<file path="src/rtl/btn_gesture_pkg.sv">
// Shared state encoding, default timing constants and timer sizing for the button gesture classifier.
package btn_gesture_pkg;

    localparam logic [1:0] ST_IDLE    = 2'd0;
    localparam logic [1:0] ST_PRESSED = 2'd1;
    localparam logic [1:0] ST_GAP     = 2'd2;
    localparam logic [1:0] ST_HELD    = 2'd3;

    localparam int DEF_CHANNELS    = 4;
    localparam int DEF_CLK_PER_US  = 125;
    localparam int DEF_DEBOUNCE_US = 10_000;
    localparam int DEF_HOLD_US     = 700_000;
    localparam int DEF_GAP_US      = 150_000;
    localparam int DEF_REPEAT_US   = 200_000;
    localparam int DEF_MAX_TAPS    = 3;

    // Wide enough to hold the largest threshold the per-channel timer is compared against.
    function automatic int timer_width(input int hold_us, input int gap_us, input int repeat_us);
        int m;
        m = hold_us;
        if (gap_us > m) m = gap_us;
        if (repeat_us > m) m = repeat_us;
        return (m > 0) ? $clog2(m + 1) : 1;
    endfunction

endpackage

</file>
<file path="src/rtl/btn_gesture_ch.sv">
// One button channel: synchroniser, debouncer, saturating us timer and gesture FSM.
// Event pulses are registered one cycle after the deciding edge or tick; there is no backpressure.
module btn_gesture_ch
    import btn_gesture_pkg::*;
#(
    parameter int DEBOUNCE_US = DEF_DEBOUNCE_US,
    parameter int HOLD_US     = DEF_HOLD_US,
    parameter int GAP_US      = DEF_GAP_US,
    parameter int REPEAT_US   = DEF_REPEAT_US,
    parameter int MAX_TAPS    = DEF_MAX_TAPS,
    parameter int CW          = $clog2(DEF_MAX_TAPS + 1)
) (
    input  logic          clk,
    input  logic          reset_p,
    input  logic          us_tick,
    input  logic          btn,
    input  logic          en,
    output logic          tap_valid,
    output logic [CW-1:0] tap_count,
    output logic          long_start,
    output logic          long_repeat,
    output logic          long_release,
    output logic          busy
);

    localparam int DBW = (DEBOUNCE_US > 0) ? $clog2(DEBOUNCE_US + 1) : 1;
    localparam int TW  = timer_width(HOLD_US, GAP_US, REPEAT_US);
    localparam logic [TW-1:0] TMAX = {TW{1'b1}};

    logic           sync1_q, sync2_q;
    logic           db_level_q, db_level_d;
    logic [DBW-1:0] db_cnt_q, db_cnt_d;
    logic           rise_q, rise_d, fall_q, fall_d;
    logic [TW-1:0]  timer_q, timer_d;
    logic [1:0]     state_q, state_d;
    logic [CW-1:0]  taps_q, taps_d;
    logic [CW-1:0]  tap_count_q, tap_count_d;
    logic           tap_valid_q, tap_valid_d;
    logic           long_start_q, long_start_d;
    logic           long_repeat_q, long_repeat_d;
    logic           long_release_q, long_release_d;
    logic           hold_hit, gap_hit, rep_hit, rep_clr;

    // Debounce: count ticks while the synchronised input disagrees; any agreement restarts the count.
    always_comb begin
        db_level_d = db_level_q;
        db_cnt_d   = db_cnt_q;
        rise_d     = 1'b0;
        fall_d     = 1'b0;
        if (sync2_q == db_level_q) begin
            db_cnt_d = '0;
        end else if (us_tick) begin
            if (int'(db_cnt_q) + 1 >= DEBOUNCE_US) begin
                db_level_d = sync2_q;
                db_cnt_d   = '0;
                rise_d     = sync2_q;
                fall_d     = ~sync2_q;
            end else begin
                db_cnt_d = db_cnt_q + DBW'(1);
            end
        end
    end

    // Thresholds fire on the tick that brings the timer up to the limit.
    assign hold_hit = us_tick && (int'(timer_q) + 1 >= HOLD_US);
    assign gap_hit  = us_tick && (int'(timer_q) + 1 >= GAP_US);
    assign rep_hit  = us_tick && (int'(timer_q) + 1 >= REPEAT_US);

    always_comb begin
        state_d        = state_q;
        taps_d         = taps_q;
        tap_count_d    = tap_count_q;
        tap_valid_d    = 1'b0;
        long_start_d   = 1'b0;
        long_repeat_d  = 1'b0;
        long_release_d = 1'b0;
        rep_clr        = 1'b0;
        if (!en) begin
            state_d = ST_IDLE;
        end else begin
            case (state_q)
                ST_IDLE: begin
                    if (rise_q) begin
                        state_d = ST_PRESSED;
                        taps_d  = CW'(1);
                    end
                end
                ST_PRESSED: begin
                    if (fall_q) begin
                        if (int'(taps_q) >= MAX_TAPS) begin
                            tap_valid_d = 1'b1;
                            tap_count_d = taps_q;
                            state_d     = ST_IDLE;
                        end else begin
                            state_d = ST_GAP;
                        end
                    end else if (hold_hit) begin
                        long_start_d = 1'b1;
                        tap_count_d  = taps_q;
                        state_d      = ST_HELD;
                    end
                end
                ST_GAP: begin
                    if (rise_q) begin
                        state_d = ST_PRESSED;
                        taps_d  = taps_q + CW'(1);
                    end else if (gap_hit) begin
                        tap_valid_d = 1'b1;
                        tap_count_d = taps_q;
                        state_d     = ST_IDLE;
                    end
                end
                ST_HELD: begin
                    if (fall_q) begin
                        long_release_d = 1'b1;
                        state_d        = ST_IDLE;
                    end else if ((REPEAT_US > 0) && rep_hit) begin
                        long_repeat_d = 1'b1;
                        rep_clr       = 1'b1;
                    end
                end
                default: state_d = ST_IDLE;
            endcase
        end
    end

    always_comb begin
        timer_d = timer_q;
        if ((state_d != state_q) || rep_clr) begin
            timer_d = '0;
        end else if (us_tick && (timer_q != TMAX)) begin
            timer_d = timer_q + TW'(1);
        end
    end

    always_ff @(posedge clk or posedge reset_p) begin
        if (reset_p) begin
            sync1_q        <= 1'b0;
            sync2_q        <= 1'b0;
            db_level_q     <= 1'b0;
            db_cnt_q       <= '0;
            rise_q         <= 1'b0;
            fall_q         <= 1'b0;
            timer_q        <= '0;
            state_q        <= ST_IDLE;
            taps_q         <= '0;
            tap_count_q    <= '0;
            tap_valid_q    <= 1'b0;
            long_start_q   <= 1'b0;
            long_repeat_q  <= 1'b0;
            long_release_q <= 1'b0;
        end else begin
            sync1_q        <= btn;
            sync2_q        <= sync1_q;
            db_level_q     <= db_level_d;
            db_cnt_q       <= db_cnt_d;
            rise_q         <= rise_d;
            fall_q         <= fall_d;
            timer_q        <= timer_d;
            state_q        <= state_d;
            taps_q         <= taps_d;
            tap_count_q    <= tap_count_d;
            tap_valid_q    <= tap_valid_d;
            long_start_q   <= long_start_d;
            long_repeat_q  <= long_repeat_d;
            long_release_q <= long_release_d;
        end
    end

    assign tap_valid    = tap_valid_q;
    assign tap_count    = tap_count_q;
    assign long_start   = long_start_q;
    assign long_repeat  = long_repeat_q;
    assign long_release = long_release_q;
    assign busy         = (state_q != ST_IDLE);

endmodule

</file>
<file path="src/rtl/btn_gesture_multi.sv">
// Multi-channel button gesture classifier: shared 1 us tick plus independent per-channel classifiers.
// Pulses are registered one cycle after the deciding event; outputs are fire-and-forget with no backpressure.
module btn_gesture_multi
    import btn_gesture_pkg::*;
#(
    parameter int CHANNELS    = DEF_CHANNELS,
    parameter int CLK_PER_US  = DEF_CLK_PER_US,
    parameter int DEBOUNCE_US = DEF_DEBOUNCE_US,
    parameter int HOLD_US     = DEF_HOLD_US,
    parameter int GAP_US      = DEF_GAP_US,
    parameter int REPEAT_US   = DEF_REPEAT_US,
    parameter int MAX_TAPS    = DEF_MAX_TAPS
) (
    input  logic                                       clk,
    input  logic                                       reset_p,
    input  logic [CHANNELS-1:0]                        btn,
    input  logic [CHANNELS-1:0]                        en,
    output logic [CHANNELS-1:0]                        tap_valid,
    output logic [CHANNELS*$clog2(MAX_TAPS+1)-1:0]     tap_count,
    output logic [CHANNELS-1:0]                        long_start,
    output logic [CHANNELS-1:0]                        long_repeat,
    output logic [CHANNELS-1:0]                        long_release,
    output logic [CHANNELS-1:0]                        busy
);

    localparam int CW  = $clog2(MAX_TAPS + 1);
    localparam int TCW = $clog2(CLK_PER_US + 1);

    logic [TCW-1:0] tick_cnt_q, tick_cnt_d;
    logic           us_tick_q, us_tick_d;

    // Free-running regardless of en so every channel sees the same time base.
    always_comb begin
        us_tick_d  = (tick_cnt_q == TCW'(CLK_PER_US - 1));
        tick_cnt_d = us_tick_d ? '0 : tick_cnt_q + TCW'(1);
    end

    always_ff @(posedge clk or posedge reset_p) begin
        if (reset_p) begin
            tick_cnt_q <= '0;
            us_tick_q  <= 1'b0;
        end else begin
            tick_cnt_q <= tick_cnt_d;
            us_tick_q  <= us_tick_d;
        end
    end

    for (genvar i = 0; i < CHANNELS; i++) begin : g_ch
        btn_gesture_ch #(
            .DEBOUNCE_US (DEBOUNCE_US),
            .HOLD_US     (HOLD_US),
            .GAP_US      (GAP_US),
            .REPEAT_US   (REPEAT_US),
            .MAX_TAPS    (MAX_TAPS),
            .CW          (CW)
        ) u_ch (
            .clk          (clk),
            .reset_p      (reset_p),
            .us_tick      (us_tick_q),
            .btn          (btn[i]),
            .en           (en[i]),
            .tap_valid    (tap_valid[i]),
            .tap_count    (tap_count[i*CW +: CW]),
            .long_start   (long_start[i]),
            .long_repeat  (long_repeat[i]),
            .long_release (long_release[i]),
            .busy         (busy[i])
        );
    end

endmodule

</file>
<file path="config.mk">
export PLATFORM = sky130hd
export DESIGN_NAME = btn_gesture_multi
export DESIGN_NICKNAME = d
export VERILOG_FILES = /design/src/rtl/btn_gesture_pkg.sv /design/src/rtl/btn_gesture_ch.sv /design/src/rtl/btn_gesture_multi.sv
export SDC_FILE = /design/constraint.sdc
export NUM_CORES = 1
export LEC_CHECK = 0
export ABC_AREA = 1
export BUFFER_PORTS_ARGS = -buffer_cell sky130_fd_sc_hd__buf_2
export CAP_MARGIN = 10
export CORE_MARGIN = 2
export CORE_UTILIZATION = 50
export CTS_CLUSTER_SIZE = 24
export DETAILED_ROUTE_END_ITERATION = 7
export GPL_ROUTABILITY_DRIVEN = 1
export PLACE_DENSITY = 0.68
export SLEW_MARGIN = 30
export SYNTH_ARGS = -nofsm -noshare
export SYNTH_HDL_FRONTEND = slang
export SYNTH_SLANG_ARGS = --single-unit
</file>
<file path="constraint.sdc">
create_clock -name clk -period 11.6 [get_ports clk]
set_input_delay 2.32 -clock clk [delete_from_list [all_inputs] [get_ports clk]]
set_output_delay 2.32 -clock clk [all_outputs]
set_load 0.1 [all_outputs]
</file>
==> out/results.ini <==
[sta]
period_share_pct=36.9
finalSetupTns_ps=0
fin_skew_ps=9.37
final-setup-viol-count=0
fin_crit_ps=4280
rsz0062_at_grt=false
whs_ps=347
hold_viol_final=0
slew_violations=0
tightestPinTransition_ps=1000
slew_headroom_pct=32.8
max_freq_ghz=0.233

[synth]
synth_cell_types=50
ys_ff_latch=204
synth_fp_nets=2045
synth_area_leader_cell=dfrtp_1
synth_warnings=0
seq_area_frac_synth_pct=35.8
avgSynthCellArea_sq_um=7.14
netlist_area_sq_mm=0.0143
synthTopCellsByArea=dfrtp_1 (36%), nand2_1 (14%), inv_1 (7.2%)
synth_top_area_share_pct=35.8
synthCells=1997

[floorplan]
core_area_sq_mm=0.0279
die_w_um=173
core.rowCount=61
die_y_um=173
pin_count=38
initial_core_util_pct=51.0
dieArea_sq_mm=0.0299

[power]
leakagePower_nw=8.08
p_seq_share_pct=44.5
comb_power_share_pct=1.6
power.switching_w=0.000341
internal-power_w=0.00127
power_frac_clock_pct=54.0
p_sw_share_pct=21.1
max-vdd-ir-drop_uv=112
p_per_area_mw_per_mm2=104
finalPower_w=0.00161

[grt]
grt_pass1_wl_um=55900
grt.total_usage_pct=21.7
antenna_found_initial=0
grt_max_degree=90
grt_pass1_vias=12100
grt.overflow.total=0

[route]
drt_wl_total_um=32600
antenna_left=0
drt_first_iter_violations=788
drt-vias-per-instance=5.27
wire_per_inst_um=13.5
drc=0
dr.pass1.iters=6
vias=12700

[clock_tree]
cts_buffers=26
cts_root_buffer=clkbuf_16
clk_latency_ps=530
cts_buffer_depth=3
clk_pin_slew_ps=60
tritoncts_num_sinks=204
ctsResizeCount=0
cts_setup_buffers=0
cts_hold_buf=0
cts_tree=done
htree_num_levels=1

[worst_setup_path]
crit_arrival_ps=1960
path_class=flip-flop to primary output
r2r-end=g_ch[1].u_ch.timer_q[0]$_DFFE_PP0P_
cp_slowest_cell=buf_2
cp_slowest_stage_delay_ps=470
cp_max_fo=7
critPathLaunch=g_ch[3].u_ch.state_q[1]$_DFF_PP0_
cp.required_ps=9280
reg2reg_from=g_ch[1].u_ch.timer_q[0]$_DFFE_PP0P_
cp-end-kind=primary output
reg2reg_slack_ps=8080
r2r.worst_path.cells=17
critical_path.cell_chain=inv_1 > ha_1 > inv_1 > buf_2
crit_top_cell=inv_1
critPathLaunchType=flip-flop

[place]
port_buffers=37
gp_congestion=0.899
dp_hpwl_um=23000

[min_path]
hold_path_class=flip-flop to flip-flop
whs_path_depth=0
holdPathEnd=g_ch[0].u_ch.sync2_q$_DFF_PP0_
hp-start=g_ch[0].u_ch.sync1_q$_DFF_PP0_

[final_layout]
final_common_cell=nand2_1
n_antenna_cell=0
syn_to_final_growth_pct=9.04
fin_nets=2060
mostFrequentLayoutCells=nand2_1 (512), inv_1 (273), dfrtp_1 (204)
drive_above_1_share_pct=12.6

[flow_run]
cap_viol_max_count=0

[run_status]
status=finished, final reports clean

worst max path at each step:
stage	endpoint	slack [ps]	cells past startpoint
6_report	busy[3]	7320	4
3_3_place_gp	g_ch[3].u_ch.timer_q[12]$_DFFE_PP0P_	7090	4
5_1_grt	busy[3]	7200	4
3_5_place_dp	g_ch[3].u_ch.timer_q[12]$_DFFE_PP0P_	7070	4
2_1_floorplan	g_ch[0].u_ch.db_cnt_q[0]$_DFFE_PP0P_	3710	1
4_1_cts	busy[3]	7290	4
cell type report:
| class | instances | area [sq um] |
|---|---|---|
| Fill cell | 2641 | 12400 |
| Multi-Input combinational cell | 1453 | 7710 |
| Sequential cell | 204 | 5100 |
| Inverter | 283 | 1070 |
| Clock buffer | 35 | 766 |
| Tap cell | 378 | 473 |
| Timing Repair Buffer | 44 | 238 |
| Clock inverter | 13 | 181 |
cell usage after synthesis, drive strengths merged:
master / count
a31oi: 4
o21bai: 6
o21ai: 152
nor3: 96
o22ai: 24
a211oi: 4
a21o: 1
buf: 40
nand3: 168
o31ai: 4
nand2: 539
nor4: 7
and2: 1
inv: 280
xnor2: 7
xor2: 51
mux2i: 9
nor3b: 2
a21boi: 1
clkinv: 3
nand3b: 9
o2111ai: 1
mux2: 1
nand4: 47
clkbuf: 17
ha: 38
nor2: 242
dfrtp: 204
or2: 5
o21a: 2
a21oi: 32
power groups by stage:
stage          clock network, W  registers, W  logic (W)
3_3_place_gp                  0      0.000729  0.0000265
4_1_cts                0.000893      0.000716  0.0000269
2_1_floorplan                 0      0.000729  0.0000174
6_report               0.000869      0.000716  0.0000257
3_5_place_dp                  0      0.000729  0.0000269
5_1_grt                0.000922      0.000716  0.0000307
critical path: cells and delay by family, from the launching register on:
family	cells	cell delay [ps]
flops	1	460
buf+inv	3	730
fa+ha+maj	1	230
layer usage:
| layer | track usage (%) | wire length, um | vias up | share of wire [%] |
|---|---|---|---|---|
| li1 | - | - | 6446 | - |
| met1 | 28.8 | 15100 | 5953 | 46 |
| met2 | 38.0 | 15500 | 254 | 48 |
| met3 | 2.57 | 1270 | 50 | 3.9 |
| met4 | 5.23 | 684 | 0 | 2.1 |
| met5 | 0 | 0 | - | 0 |
sequential cells by signal (all words and copies together) (netlist names):
register / count
g_ch.u_ch.db_cnt_q: 56
g_ch.u_ch.db_level_q: 4
g_ch.u_ch.fall_q: 4
g_ch.u_ch.long_release: 4
g_ch.u_ch.long_repeat: 4
g_ch.u_ch.long_start: 4
g_ch.u_ch.rise_q: 4
g_ch.u_ch.state_q: 8
g_ch.u_ch.sync1_q: 4
g_ch.u_ch.sync2_q: 4
g_ch.u_ch.tap_count: 8
g_ch.u_ch.tap_valid: 4
g_ch.u_ch.taps_q: 8
g_ch.u_ch.timer_q: 80
tick_cnt_q: 7
us_tick_q: 1
per-stage QoR:
step	instances	utilization (%)	instance area [sq um]	worst slack, ps
CTS	2410	55.7	15500	7290
finish	2410	55.7	15500	7320
global placement	2362	52.2	14600	7090
global route	2410	55.7	15500	7200
detailed placement	2362	52.3	14600	7070
floorplan	1997	-	14300	3710
logic make-up after synthesis:
group                      count (synthesis)  share of synthesized area [%]
muxes                                     10                          0.711
xor gates and xnor gates                  58                           3.67
AOI/OAI and AO/OA                        231                           8.83
and+or+nand+nor                         1116                           37.4
buffers and inverters                    340                           10.3
DFF                                      204                           35.8
adders and majority gates                 38                           3.33
No activity file was read; power rests on OpenSTA's default activity.
